### config.mk
export PLATFORM = sky130hd
export DESIGN_NAME = clock_ui_ctrl
export DESIGN_NICKNAME = d
export VERILOG_FILES = /design/src/rtl/clock_ui_pkg.sv /design/src/rtl/clock_ui_ctrl_btn_press.sv /design/src/rtl/clock_ui_ctrl.sv
export SDC_FILE = /design/constraint.sdc
export NUM_CORES = 1
export LEC_CHECK = 0
export BUFFER_PORTS_ARGS = -buffer_cell sky130_fd_sc_hd__buf_2
export CORE_MARGIN = 2
export CORE_UTILIZATION = 45
export DETAILED_ROUTE_END_ITERATION = 8
export HOLD_SLACK_MARGIN = 0.02
export PLACE_DENSITY_LB_ADDON = 0.12
export SETUP_SLACK_MARGIN = 0.1
export SLEW_MARGIN = 20
export SYNTH_ARGS = -nofsm -noshare
export SYNTH_HDL_FRONTEND = slang
export SYNTH_SLANG_ARGS = --single-unit
export TNS_END_PERCENT = 20
### constraint.sdc
create_clock -name clk -period 2.95 [get_ports clk]
set_clock_uncertainty 0.05 [all_clocks]
set_input_delay 0.295 -clock clk [delete_from_list [all_inputs] [get_ports clk]]
set_output_delay 0.295 -clock clk [all_outputs]
set_load 0.02 [all_outputs]
### src/rtl/clock_ui_pkg.sv
// Shared types and default timing constants for the clock front-panel / alarm-ring controller.
package clock_ui_pkg;

    typedef enum logic [1:0] {
        RUN       = 2'd0,
        SET_TIME  = 2'd1,
        SET_ALARM = 2'd2
    } ui_state_t;

    typedef enum logic [1:0] {
        R_QUIET  = 2'd0,
        R_RING   = 2'd1,
        R_SNOOZE = 2'd2,
        R_DONE   = 2'd3
    } ring_state_t;

    typedef enum logic {
        F_MIN = 1'b0,
        F_HRS = 1'b1
    } field_t;

    localparam int RPT_DLY_DEF  = 2;
    localparam int IDLE_TO_DEF  = 10;
    localparam int RING_MAX_DEF = 30;
    localparam int SNOOZE_DEF   = 5;

    function automatic int cnt_w(input int p);
        return (p < 2) ? 1 : $clog2(p);
    endfunction

endpackage

### src/rtl/clock_ui_ctrl_btn_press.sv
// Button edge detector: registers the raw level, flags the press cycle and counts how long it stays held.
module btn_press #(
    parameter int W = 1
) (
    input  logic         clk,
    input  logic         rst,
    input  logic         btn,
    output logic         press,
    output logic [W-1:0] held_cnt
);

    logic btn_q;

    // held_cnt is 0 on the press cycle and the cycle after, then climbs once per further held cycle.
    always_ff @(posedge clk) begin
        if (rst) begin
            btn_q    <= 1'b0;
            held_cnt <= '0;
        end else begin
            btn_q <= btn;
            if (btn && btn_q) begin
                if (held_cnt != '1)
                    held_cnt <= held_cnt + W'(1);
            end else begin
                held_cnt <= '0;
            end
        end
    end

    assign press = btn & ~btn_q;

endmodule

### src/rtl/clock_ui_ctrl.sv
// Front-panel UI sequencer and alarm buzzer sequencer for the 1 Hz clock/alarm datapath.
// ui:   RUN | counters free-run     SET_TIME | adv edits time     SET_ALARM | adv edits alarm
// ring: R_QUIET | armed, silent  R_RING | buzzing  R_SNOOZE | paused  R_DONE | silenced until match drops
module clock_ui_ctrl
    import clock_ui_pkg::*;
#(
    parameter int RPT_DLY  = RPT_DLY_DEF,
    parameter int IDLE_TO  = IDLE_TO_DEF,
    parameter int RING_MAX = RING_MAX_DEF,
    parameter int SNOOZE   = SNOOZE_DEF
) (
    input  logic       clk,
    input  logic       rst,
    input  logic       mode_btn,
    input  logic       field_btn,
    input  logic       adv_btn,
    input  logic       stop_btn,
    input  logic       snooze_btn,
    input  logic       alarm_on,
    input  logic       alarm_match,
    output logic       timeset,
    output logic       alarmset,
    output logic       minadv,
    output logic       hrsadv,
    output logic       buzz,
    output logic [1:0] ui_state
);

    localparam int HW = cnt_w(RPT_DLY);
    localparam int IW = cnt_w(IDLE_TO);
    localparam int RW = cnt_w(RING_MAX);
    localparam int SW = cnt_w(SNOOZE);

    localparam logic [HW-1:0] RPT_TH     = HW'(RPT_DLY - 1);
    localparam logic [IW-1:0] IDLE_LAST  = IW'(IDLE_TO - 1);
    localparam logic [RW-1:0] RING_LAST  = RW'(RING_MAX - 1);
    localparam logic [SW-1:0] SNZ_LAST   = SW'(SNOOZE - 1);

    logic          mode_press, field_press, adv_press, stop_press, snooze_press;
    logic [HW-1:0] adv_held;
    logic          mode_held_unused, field_held_unused, stop_held_unused, snooze_held_unused;

    btn_press #(.W(1))  u_mode   (.clk(clk), .rst(rst), .btn(mode_btn),   .press(mode_press),   .held_cnt(mode_held_unused));
    btn_press #(.W(1))  u_field  (.clk(clk), .rst(rst), .btn(field_btn),  .press(field_press),  .held_cnt(field_held_unused));
    btn_press #(.W(HW)) u_adv    (.clk(clk), .rst(rst), .btn(adv_btn),    .press(adv_press),    .held_cnt(adv_held));
    btn_press #(.W(1))  u_stop   (.clk(clk), .rst(rst), .btn(stop_btn),   .press(stop_press),   .held_cnt(stop_held_unused));
    btn_press #(.W(1))  u_snooze (.clk(clk), .rst(rst), .btn(snooze_btn), .press(snooze_press), .held_cnt(snooze_held_unused));

    ui_state_t   ui_q, ui_d;
    field_t      field_q, field_d;
    logic [IW-1:0] idle_q, idle_d;
    ring_state_t ring_q, ring_d;
    logic [RW-1:0] rcnt_q, rcnt_d;
    logic [SW-1:0] scnt_q, scnt_d;
    logic        match_q;
    logic        set_mode, step, match_rise;

    assign set_mode   = (ui_q != RUN);
    assign match_rise = alarm_match & ~match_q;
    // A mode press swallows any simultaneous advance.
    assign step = set_mode & ~mode_press &
                  (adv_press | (adv_btn & ~adv_press & (adv_held >= RPT_TH)));

    always_comb begin
        ui_d    = ui_q;
        field_d = field_q;
        idle_d  = idle_q;
        if (mode_press) begin
            case (ui_q)
                RUN:      ui_d = SET_TIME;
                SET_TIME: ui_d = SET_ALARM;
                default:  ui_d = RUN;
            endcase
            field_d = F_MIN;
            idle_d  = '0;
        end else if (!set_mode) begin
            idle_d = '0;
        end else if (field_press || adv_btn) begin
            idle_d = '0;
            if (field_press)
                field_d = (field_q == F_MIN) ? F_HRS : F_MIN;
        end else if (idle_q == IDLE_LAST) begin
            ui_d    = RUN;
            field_d = F_MIN;
            idle_d  = '0;
        end else begin
            idle_d = idle_q + IW'(1);
        end
    end

    always_comb begin
        ring_d = ring_q;
        rcnt_d = rcnt_q;
        scnt_d = scnt_q;
        if (!alarm_on) begin
            ring_d = R_QUIET;
        end else begin
            case (ring_q)
                R_QUIET: begin
                    if (match_rise && ui_q != SET_ALARM) begin
                        ring_d = R_RING;
                        rcnt_d = '0;
                    end
                end
                R_RING: begin
                    if (stop_press) begin
                        ring_d = R_DONE;
                    end else if (snooze_press) begin
                        ring_d = R_SNOOZE;
                        scnt_d = '0;
                    end else if (rcnt_q == RING_LAST) begin
                        ring_d = R_DONE;
                    end else begin
                        rcnt_d = rcnt_q + RW'(1);
                    end
                end
                R_SNOOZE: begin
                    if (stop_press) begin
                        ring_d = R_DONE;
                    end else if (scnt_q == SNZ_LAST) begin
                        ring_d = R_RING;
                        rcnt_d = '0;
                    end else begin
                        scnt_d = scnt_q + SW'(1);
                    end
                end
                R_DONE: begin
                    if (!alarm_match)
                        ring_d = R_QUIET;
                end
                default: ring_d = R_QUIET;
            endcase
        end
    end

    always_ff @(posedge clk) begin
        if (rst) begin
            ui_q     <= RUN;
            field_q  <= F_MIN;
            idle_q   <= '0;
            ring_q   <= R_QUIET;
            rcnt_q   <= '0;
            scnt_q   <= '0;
            match_q  <= 1'b0;
            timeset  <= 1'b0;
            alarmset <= 1'b0;
            minadv   <= 1'b0;
            hrsadv   <= 1'b0;
            buzz     <= 1'b0;
        end else begin
            ui_q     <= ui_d;
            field_q  <= field_d;
            idle_q   <= idle_d;
            ring_q   <= ring_d;
            rcnt_q   <= rcnt_d;
            scnt_q   <= scnt_d;
            match_q  <= alarm_match;
            timeset  <= (ui_d == SET_TIME);
            alarmset <= (ui_d == SET_ALARM);
            minadv   <= step & (field_q == F_MIN);
            hrsadv   <= step & (field_q == F_HRS);
            buzz     <= (ring_d == R_RING);
        end
    end

    assign ui_state = ui_q;

endmodule

After elaboration in Yosys (flattened, before gate mapping)
Index checks and enable logic that the tools add are counted.
Storage, ports and cells
  bits in registers: 29
  memory bits (read-only): 0
  word-level logic and storage cells: 113
  memories kept: 0
  output and inout bits: 7
  input port bits: 9
  memory bits (writable): 0
  latch bits: 0
Cells by class
  shift operators: 0
  div/mod/pow operators: 0
  order comparisons: 1
  $mul: 0
  muxes and demuxes: 31
  reduce and logical (&&, ||, !) cells: 15
  equality and inequality tests: 20
  add/sub/neg operators: 4
  bitwise operators: 24
Operators with widths (count)
  two-way mux 5 bit: 6
  two-way mux 2 bit: 12
  != test 2 bit (second input constant): 10
  case mux 5 bit (3 select lines): 1
  AND 1 bit: 12
  two-way mux 3 bit: 4
  NOT 1 bit: 11
  == test 2 x 1 -> 1 bit (second input constant): 4
  case mux 2 bit (4 select lines): 1
  AND reduction 8 bit: 1
  == test 2 bit (second input constant): 3
  case mux 3 bit (2 select lines): 1
  AND reduction 6 bit: 1
  nonzero test 2 bit: 3
  adder 5 x 1 -> 5 bit (second input constant): 1
  == test 5 bit (second input constant): 1
  two-way mux 1 bit: 5
  OR reduction 5 bit: 1
  adder 4 x 1 -> 4 bit (second input constant): 1
  == test 4 bit (second input constant): 1
  logical NOT 2 bit: 2
  case mux 2 bit (2 select lines): 1
  OR reduction 2 bit: 2
  adder 3 x 1 -> 3 bit (second input constant): 1
  8 further kinds: 9

Longest topological paths before layout
Gate-level depths: netlist of run 1.
  word-level depth: 8
  mapped depth: 7
  mapped depth without buffers: 7

Cells and area by module
A second synthesis of run 1 with hierarchy kept.
Second synthesis, totals
  cell total of the unflattened synthesis: 151
  area, all modules: 1462.7 um^2
By module, submodules not included
  clock_ui_ctrl: cells each 126, times used 1, seq. area each 460.4 um^2, area an instance 1156.1 um^2
  btn_press: cells each 5, times used 5, seq. area each 40.0 um^2, area an instance 61.3 um^2

Worst setup path after synthesis of run 1
OpenSTA, ideal clock, no wires.
  path type: register -> register
  from: register ring_q[1]
  to: register rcnt_q[2]
  setup time: 139 ps
  path buffers: 2
  path slack: 1207 ps
  period minus slack after synthesis: 1743 ps
  arrival: 1554 ps
  cell stages (with the launch flop): 8
  required time: 2761 ps
  path through: dfxtp_1 buf_6 nand2b_1 buf_6 o2bb2ai_2 o31a_1 o311ai_0 o41ai_2
Between the ends
  word-level cells in the longest chain between the ends: 3
  elaborated cells between the ends (all ways): 12
  those cells by class: 8 x eq/ne; 1 x mux; 3 x reduce/logical
Ends and longest elaborated chain
  from (decl): line clock_ui_ctrl.sv:52  | ring_state_t ring_q, ring_d;
  from (signal assigned): line clock_ui_ctrl.sv:154  | ring_q <= ring_d;
  == test 2 bit (tied with other cells): line clock_ui_ctrl.sv:98  | case (ring_q)
  != test 2 bit (no line) or nonzero test 3 bit (tied branches)
  AND reduction 8 bit (no line)
  to (signal assigned): line clock_ui_ctrl.sv:155  | rcnt_q <= rcnt_d;
  to (decl): line clock_ui_ctrl.sv:53  | logic [RW-1:0] rcnt_q, rcnt_d;
Several ways; a longest one is shown, not always the timed one.
A chain may end at the register's enable or synchronous reset.

Worst setup path after layout of run 1
Same ends and word-level chain as after synthesis.

==> run summary, run 1 <==
FF-to-FF path depth: 5
syn avg cell area: 9.27 um2
Worst Hold Path EP: u_snooze.btn_q$_SDFF_PP0_
CP max-delay cell: dfxtp_1
CP Capture Type: flip-flop
Worst-Skew Late Latency: 0.32 ns
Post-Synthesis Cells: 143
Die Height: 58.3 um
Final nets: 176
Congestion Overflow GR: 0
most frequent cells in the layout: dfxtp_1 (29), nor2_1 (21), buf_2 (15), nor2b_1 (10), inv_1 (7)
first-pass GRT wire length: 3.92 mm
Die W: 58.3 um
WHS Path Cells: 2
sequential fraction of the synthesis area: 43.8%
yosys warns: 0
via count: 1049
Async SR Flop Fraction: 0%
routed wire length on met2: 1.11 mm
CP required: 3.08 ns
# hold bufs at CTS: 0
Post-synth EDFFs: 0
die area: 3400 um2
worst-path cell chain: nand2b_1 > o2bb2ai_2 > o31a_1 > o311ai_0 > o41ai_2
initial core utilization: 47.7%
WL met3: 90 um
H-tree levels: 2
slowest cell delay on critical path: 0.48 ns
Routed wire per std cell: 12.1 um
drt pass-1 iters: 4
top layer in use: met4
Synth Flop Type: dfxtp_1
Synth Register Bits: 29
critical path class: reg -> reg
Bufs on Longest Clock Path: 2
power density cells: 484 nW/um2
max-cap viol count: 0
most common cell after layout, fill and taps aside: dfxtp_1
Placer Congestion: 0.697
crit start category: flip-flop
Port Buf Inserts: 15
post-route ant nets: 0
syn nets: 158
final worst slack: 0.852 ns
Worst-path clk slew: 0.09 ns
dpl cells: 185
Slew headroom: 61.8%
R2R Path Start: ring_q[1]$_SDFF_PP0_
core footprint: 2780 um2
Tightest Hold Check Type: in -> reg
dpl ws: 0.897 ns
Netlist cell types: 42
maximum vdd drop: 0.000362 V
drc violations: 0
Metal-1 WL: 1.10 mm
post_cts resized: 0
worst r2r dst: rcnt_q[2]$_SDFFE_PP0P_
fin crit period: 2.10 ns
endpoints failing setup: 0
Vias/cell: 5.46
Clock Root Buffer: clkbuf_4
initial antenna violation count: 0
ANT cells: 0
RSZ-0062 raised after global routing: no
CTS sink count: 29
CTS tree: done
io pins: 16
area growth from synthesis to layout: 10.5%
worst reg2reg setup slack: 0.85 ns
share of layout cells above drive strength 1: 20.5%
final hold vios: 0
DRT Wirelength: 2.32 mm
period utilisation layout: 71.1%
Hold Startpoint: snooze_btn
leakage: 0.000575 uW
Initial DRC Count: 29
non-filler cells in the finished layout: 192
TritonCTS Buffers: 5
WP data arrival: 2.23 ns
max-slew violations: 0
status: finished clean
worst-margin pin slew: 0.572 ns
Cell Area, Synth: 1330 um2
maximum clock rate: 477 MHz
Global Route Usage Sum: 15.5%
Detail Placement HPWL: 1.71 mm
largest net degree at the start of global routing: 22
TNS Setup: 0 ns
setup bufs post-CTS: 0
crit-path max FO: 10
vias in the first global route: 941
Core Rows: 19
[critical path: cells and delay by family (launching register included)]
family	cells	cell delay (ns)
AO/OA/AOI/OAI	4	1.03
AND/OR/NAND/NOR	1	0.41
flip-flops	1	0.48
[Yosys cell counts (2+ instances only)]
library cell   n  area (um2)
nand4_1        5        31.3
nor3_1         4        20.0
a31oi_1        3        18.8
a21oi_1        4        20.0
o21a_1         4        30.0
mux2_2         2        22.5
nand2_1        4        15.0
dfxtp_1       29         581
buf_6          2        22.5
nand3_1        3        15.0
ha_1           6        75.1
nor2b_1       10        62.6
nand2b_1       6        37.5
xnor2_1        2        17.5
nor2_1        21        78.8
inv_1          7        26.3
o21ai_0        4        20.0
o311ai_0       3        26.3
[routing by layer]
layer  up-vias  GRT usage (%)
met5         -              0
met4         0           7.97
met3         4           6.81
met2        19           25.5
met1       487           16.9
li1        539              -
[worst max-delay path by stage]
stage | start | endpoint
6_report | ring_q[1]$_SDFF_PP0_ | rcnt_q[2]$_SDFFE_PP0P_
3_3_place_gp | ring_q[1]$_SDFF_PP0_ | rcnt_q[2]$_SDFFE_PP0P_
3_5_place_dp | ring_q[1]$_SDFF_PP0_ | rcnt_q[2]$_SDFFE_PP0P_
2_1_floorplan | ring_q[1]$_SDFF_PP0_ | rcnt_q[2]$_SDFFE_PP0P_
5_1_grt | ring_q[1]$_SDFF_PP0_ | rcnt_q[3]$_SDFFE_PP0P_
4_1_cts | ring_q[1]$_SDFF_PP0_ | rcnt_q[2]$_SDFFE_PP0P_
[where the power goes]
group | internal, uW | switching, uW
Sequential | 402 | 6.89
Combinational | 26.1 | 39.3
Clock | 112 | 123
[cell type report]
cell class	count	area (um2)
clock buffers	7	55.1
fillers	270	1320
inverters	7	26.3
multi-input cells	103	689
flip-flops and latches	29	581
well taps	31	38.8
repair buffers	15	75.1
[flip-flops by register name, indices dropped and copies added, names as in the netlist, 2 cells and up]
signal,count
ui_state,2
scnt_q,3
rcnt_q,5
ring_q,2
idle_q,4
[metrics by stage]
step	total power, uW	util (%)	instance area (um2)	hold WS [ns]
after floorplan	465	-	1330	0.336
after global placement	482	50.7	1410	0.384
after detailed placement	484	50.7	1410	0.395
after CTS	724	52.7	1470	0.132
after global routing	753	52.7	1470	0.138
final	709	52.7	1470	0.149
[kinds of logic after synthesis]
family | Yosys count | share of synthesized area (%)
multiplexers | 3 | 2.45
AND/OR/NAND/NOR | 62 | 24.7
AO/OA/AOI/OAI | 29 | 17.2
XOR/XNOR | 3 | 1.98
flip-flops | 29 | 43.8
adder cells (fa/ha/maj) | 6 | 5.66
buffers and inverters | 11 | 4.24
Note: power is estimated with default switching activity, not from simulation.
==> inputs of run 2 (changes only) <==
==> constraint.sdc (replaced) <==
create_clock -name clk -period 1.9 [get_ports clk]
set_clock_uncertainty 0.05 [all_clocks]
set_input_delay 0.19 -clock clk [delete_from_list [all_inputs] [get_ports clk]]
set_output_delay 0.19 -clock clk [all_outputs]
set_load 0.02 [all_outputs]
==> run 2 against run 1 <==
  * Global-route usage is 2.2 points higher
  * Combinational power is 87% higher
  * Sequential power rose by 55%
  * Worst hold slack lost 0.10 ns
  * Clock power is 54% higher
  * Cell count increased by 7.3%
  * Utilization up 6.0 points
  * Clock-buffer cell count fell by 1
  * Sequential cell count unchanged
  * Via count up 7.5%
  * Routed wire length rose by 14%
  * Cell area up 11%
  * Largest cell class unchanged
  * Largest power group unchanged
==> run summary, run 2 (synthesized netlist as in run 1, its figures left out) <==
status: finished clean
Logic pwr share: 10.9% (+1.7 points)
dpl cells: 191 (+3.2%)
via count: 1128 (+7.5%)
core footprint: 2780 um2 (unchanged)
critical path class: reg -> reg
worst reg2reg setup slack: 0.14 ns (-0.71 ns)
Die Height: 58.3 um (unchanged)
switch share: 26.9% (+3.2 points)
CP Capture Type: flip-flop
TritonCTS Buffers: 5 (unchanged)
share of layout cells above drive strength 1: 32.6% (+12 points)
power density cells: 685 nW/um2 (+42%)
Die W: 58.3 um (unchanged)
maximum vdd drop: 0.000568 V (+57%)
WP data arrival: 1.95 ns (-0.28 ns)
Vias/cell: 5.48 (+0.22%)
Global Route Usage Sum: 17.7% (+2.2 points)
clock share of power: 32.5% (-0.6 points)
switching pwr: 301 uW (+79%)
fillers: 260 (-3.7%)
Regs by FF count: rcnt_q: 5 flops, idle_q: 4 flops, scnt_q: 3 flops
Finished Cell Area: 1630 um2 (+11%)
leakage: 0.000658 uW (+14%)
Port Buf Inserts: 15 (unchanged)
max-slew violations: 0 (unchanged)
Placer Congestion: 0.823 (+18%)
RSZ-0062 raised after global routing: yes
Core Rows: 19 (unchanged)
initial antenna violation count: 0 (unchanged)
die area: 3400 um2 (unchanged)
ANT cells: 0 (unchanged)
Clock Root Buffer: clkbuf_4
drt pass-1 iters: 4 (unchanged)
final hold vios: 0 (unchanged)
Slew headroom: 72.2% (+10 points)
CTS sink count: 29 (unchanged)
first-pass GRT wire length: 4.40 mm (+12%)
crit start category: flip-flop
initial core utilization: 47.7% (unchanged)
Bufs on Longest Clock Path: 2 (unchanged)
CTS tree: done
Detail Placement HPWL: 1.75 mm (+2.6%)
max-cap viol count: 0 (unchanged)
largest reg by FF count: rcnt_q
placed instance area: 1460 um2 (+3.2%)
non-filler cells in the finished layout: 206 (+7.3%)
largest net degree at the start of global routing: 22 (unchanged)
H-tree levels: 2 (unchanged)
Worst-path clk slew: 0.09 ns (about the same)
most common cell after layout, fill and taps aside: dfxtp_1
drc violations: 0 (unchanged)
fin crit period: 1.76 ns (-0.335 ns)
Routed wire per std cell: 12.9 um (+6.6%)
area growth from synthesis to layout: 23.0%
worst hold slack: 0.0451 ns (-0.104 ns)
vias in the first global route: 1050 (+12%)
maximum clock rate: 567 MHz (+19%)
period utilisation layout: 92.8% (+22 points)
most frequent cells in the layout: dfxtp_1 (25), nor2_1 (21), buf_2 (15), buf_4 (10), nor2b_1 (9)
Register Area: 586 um2 (+0.86%)
endpoints failing setup: 0 (unchanged)
TNS Setup: 0 ns (unchanged)
io pins: 16 (unchanged)
area of the multi-input gates: 749 um2 (+8.7%)
Internal: 817 uW (+51%)
max reg flops: 5 (unchanged)
crit-path max FO: 7 (-3)
CP required: 2.08 ns (-1.00 ns)
Worst-Skew Late Latency: 0.33 ns (about the same)
DRT Wirelength: 2.65 mm (+14%)
worst-margin pin slew: 0.416 ns (-0.156 ns)
Congestion Overflow GR: 0 (unchanged)
Final nets: 189 (+7.4%)
Sequential Power Share: 56.7% (-1.0 points)
Initial DRC Count: 28 (-3.4%)
post-route ant nets: 0 (unchanged)
Tightest Hold Check Type: in -> reg
[run 2: cell types whose count changed in the layout (fill, tap and decap cells not counted), sizes merged]
cell,before,now
clkinv,0,2
clkbuf,7,6
buf,15,25
dlygate4sd3,0,3
[run 2: timing repair]
action,4_1_cts,5_1_grt
pin swaps,2,6
setup buffers,2,2
hold buffers,3,0
endpoints found under the hold margin,3,0
endpoints found under the setup margin,4,6
gates resized for setup,5,14
[run 2: power groups by stage]
stage	logic (uW)	registers [uW]	clock network, uW
after global routing	136	637	407
after floorplan	64.9	657	0
final	122	634	363
after detailed placement	111	647	0
after CTS	118	634	381
after global placement	110	647	0
[run 2: final timing paths]
check	from	end	cells after the start
min	stop_btn	u_stop.btn_q$_SDFF_PP0_	2
max reg2reg	scnt_q[1]$_SDFFE_PP0P_	rcnt_q[0]$_SDFFE_PP0P_	8
max	scnt_q[1]$_SDFFE_PP0P_	rcnt_q[0]$_SDFFE_PP0P_	8
min reg2reg	field_q$_SDFFE_PP0P_	hrsadv$_SDFF_PP0_	2
[run 2: cell type report]
| type | instances | area share [%] |
|---|---|---|
| Timing Repair Buffer | 28 | 11.0 |
| Tap cell | 31 | 2.38 |
| Clock inverter | 2 | 0.613 |
| Sequential cell | 29 | 35.9 |
| Inverter | 7 | 1.61 |
| Multi-Input combinational cell | 103 | 45.9 |
| Clock buffer | 6 | 2.53 |
[run 2: metal layers]
layer  part of all wire [%]  vias to the layer above  track usage, %
met1                     45                      522            20.7
met4                    1.7                        0            11.0
met2                     47                       30            26.5
met5                      0                        -               0
met3                    5.6                        7            7.91
li1                       -                      569               -
[run 2: critical path, stage by stage (launching register included)]
cell	delay (ns)
dfxtp_2	0.34
inv_2	0.07
ha_4	0.14
nand2_4	0.06
o2bb2ai_4	0.13
o31a_1	0.38
buf_4	0.18
o21a_1	0.15
o21a_1	0.17
[run 2: per-stage QoR]
| step | setup slack (ns) | util (%) | power [uW] |
|---|---|---|---|
| 2_1_floorplan | 0.157 | - | 722 |
| 4_1_cts | 0.118 | 56.1 | 1130 |
| 6_report | 0.137 | 58.7 | 1120 |
| 3_3_place_gp | 0.0900 | 52.3 | 757 |
| 5_1_grt | 0.0552 | 58.7 | 1180 |
| 3_5_place_dp | 0.0102 | 52.3 | 759 |
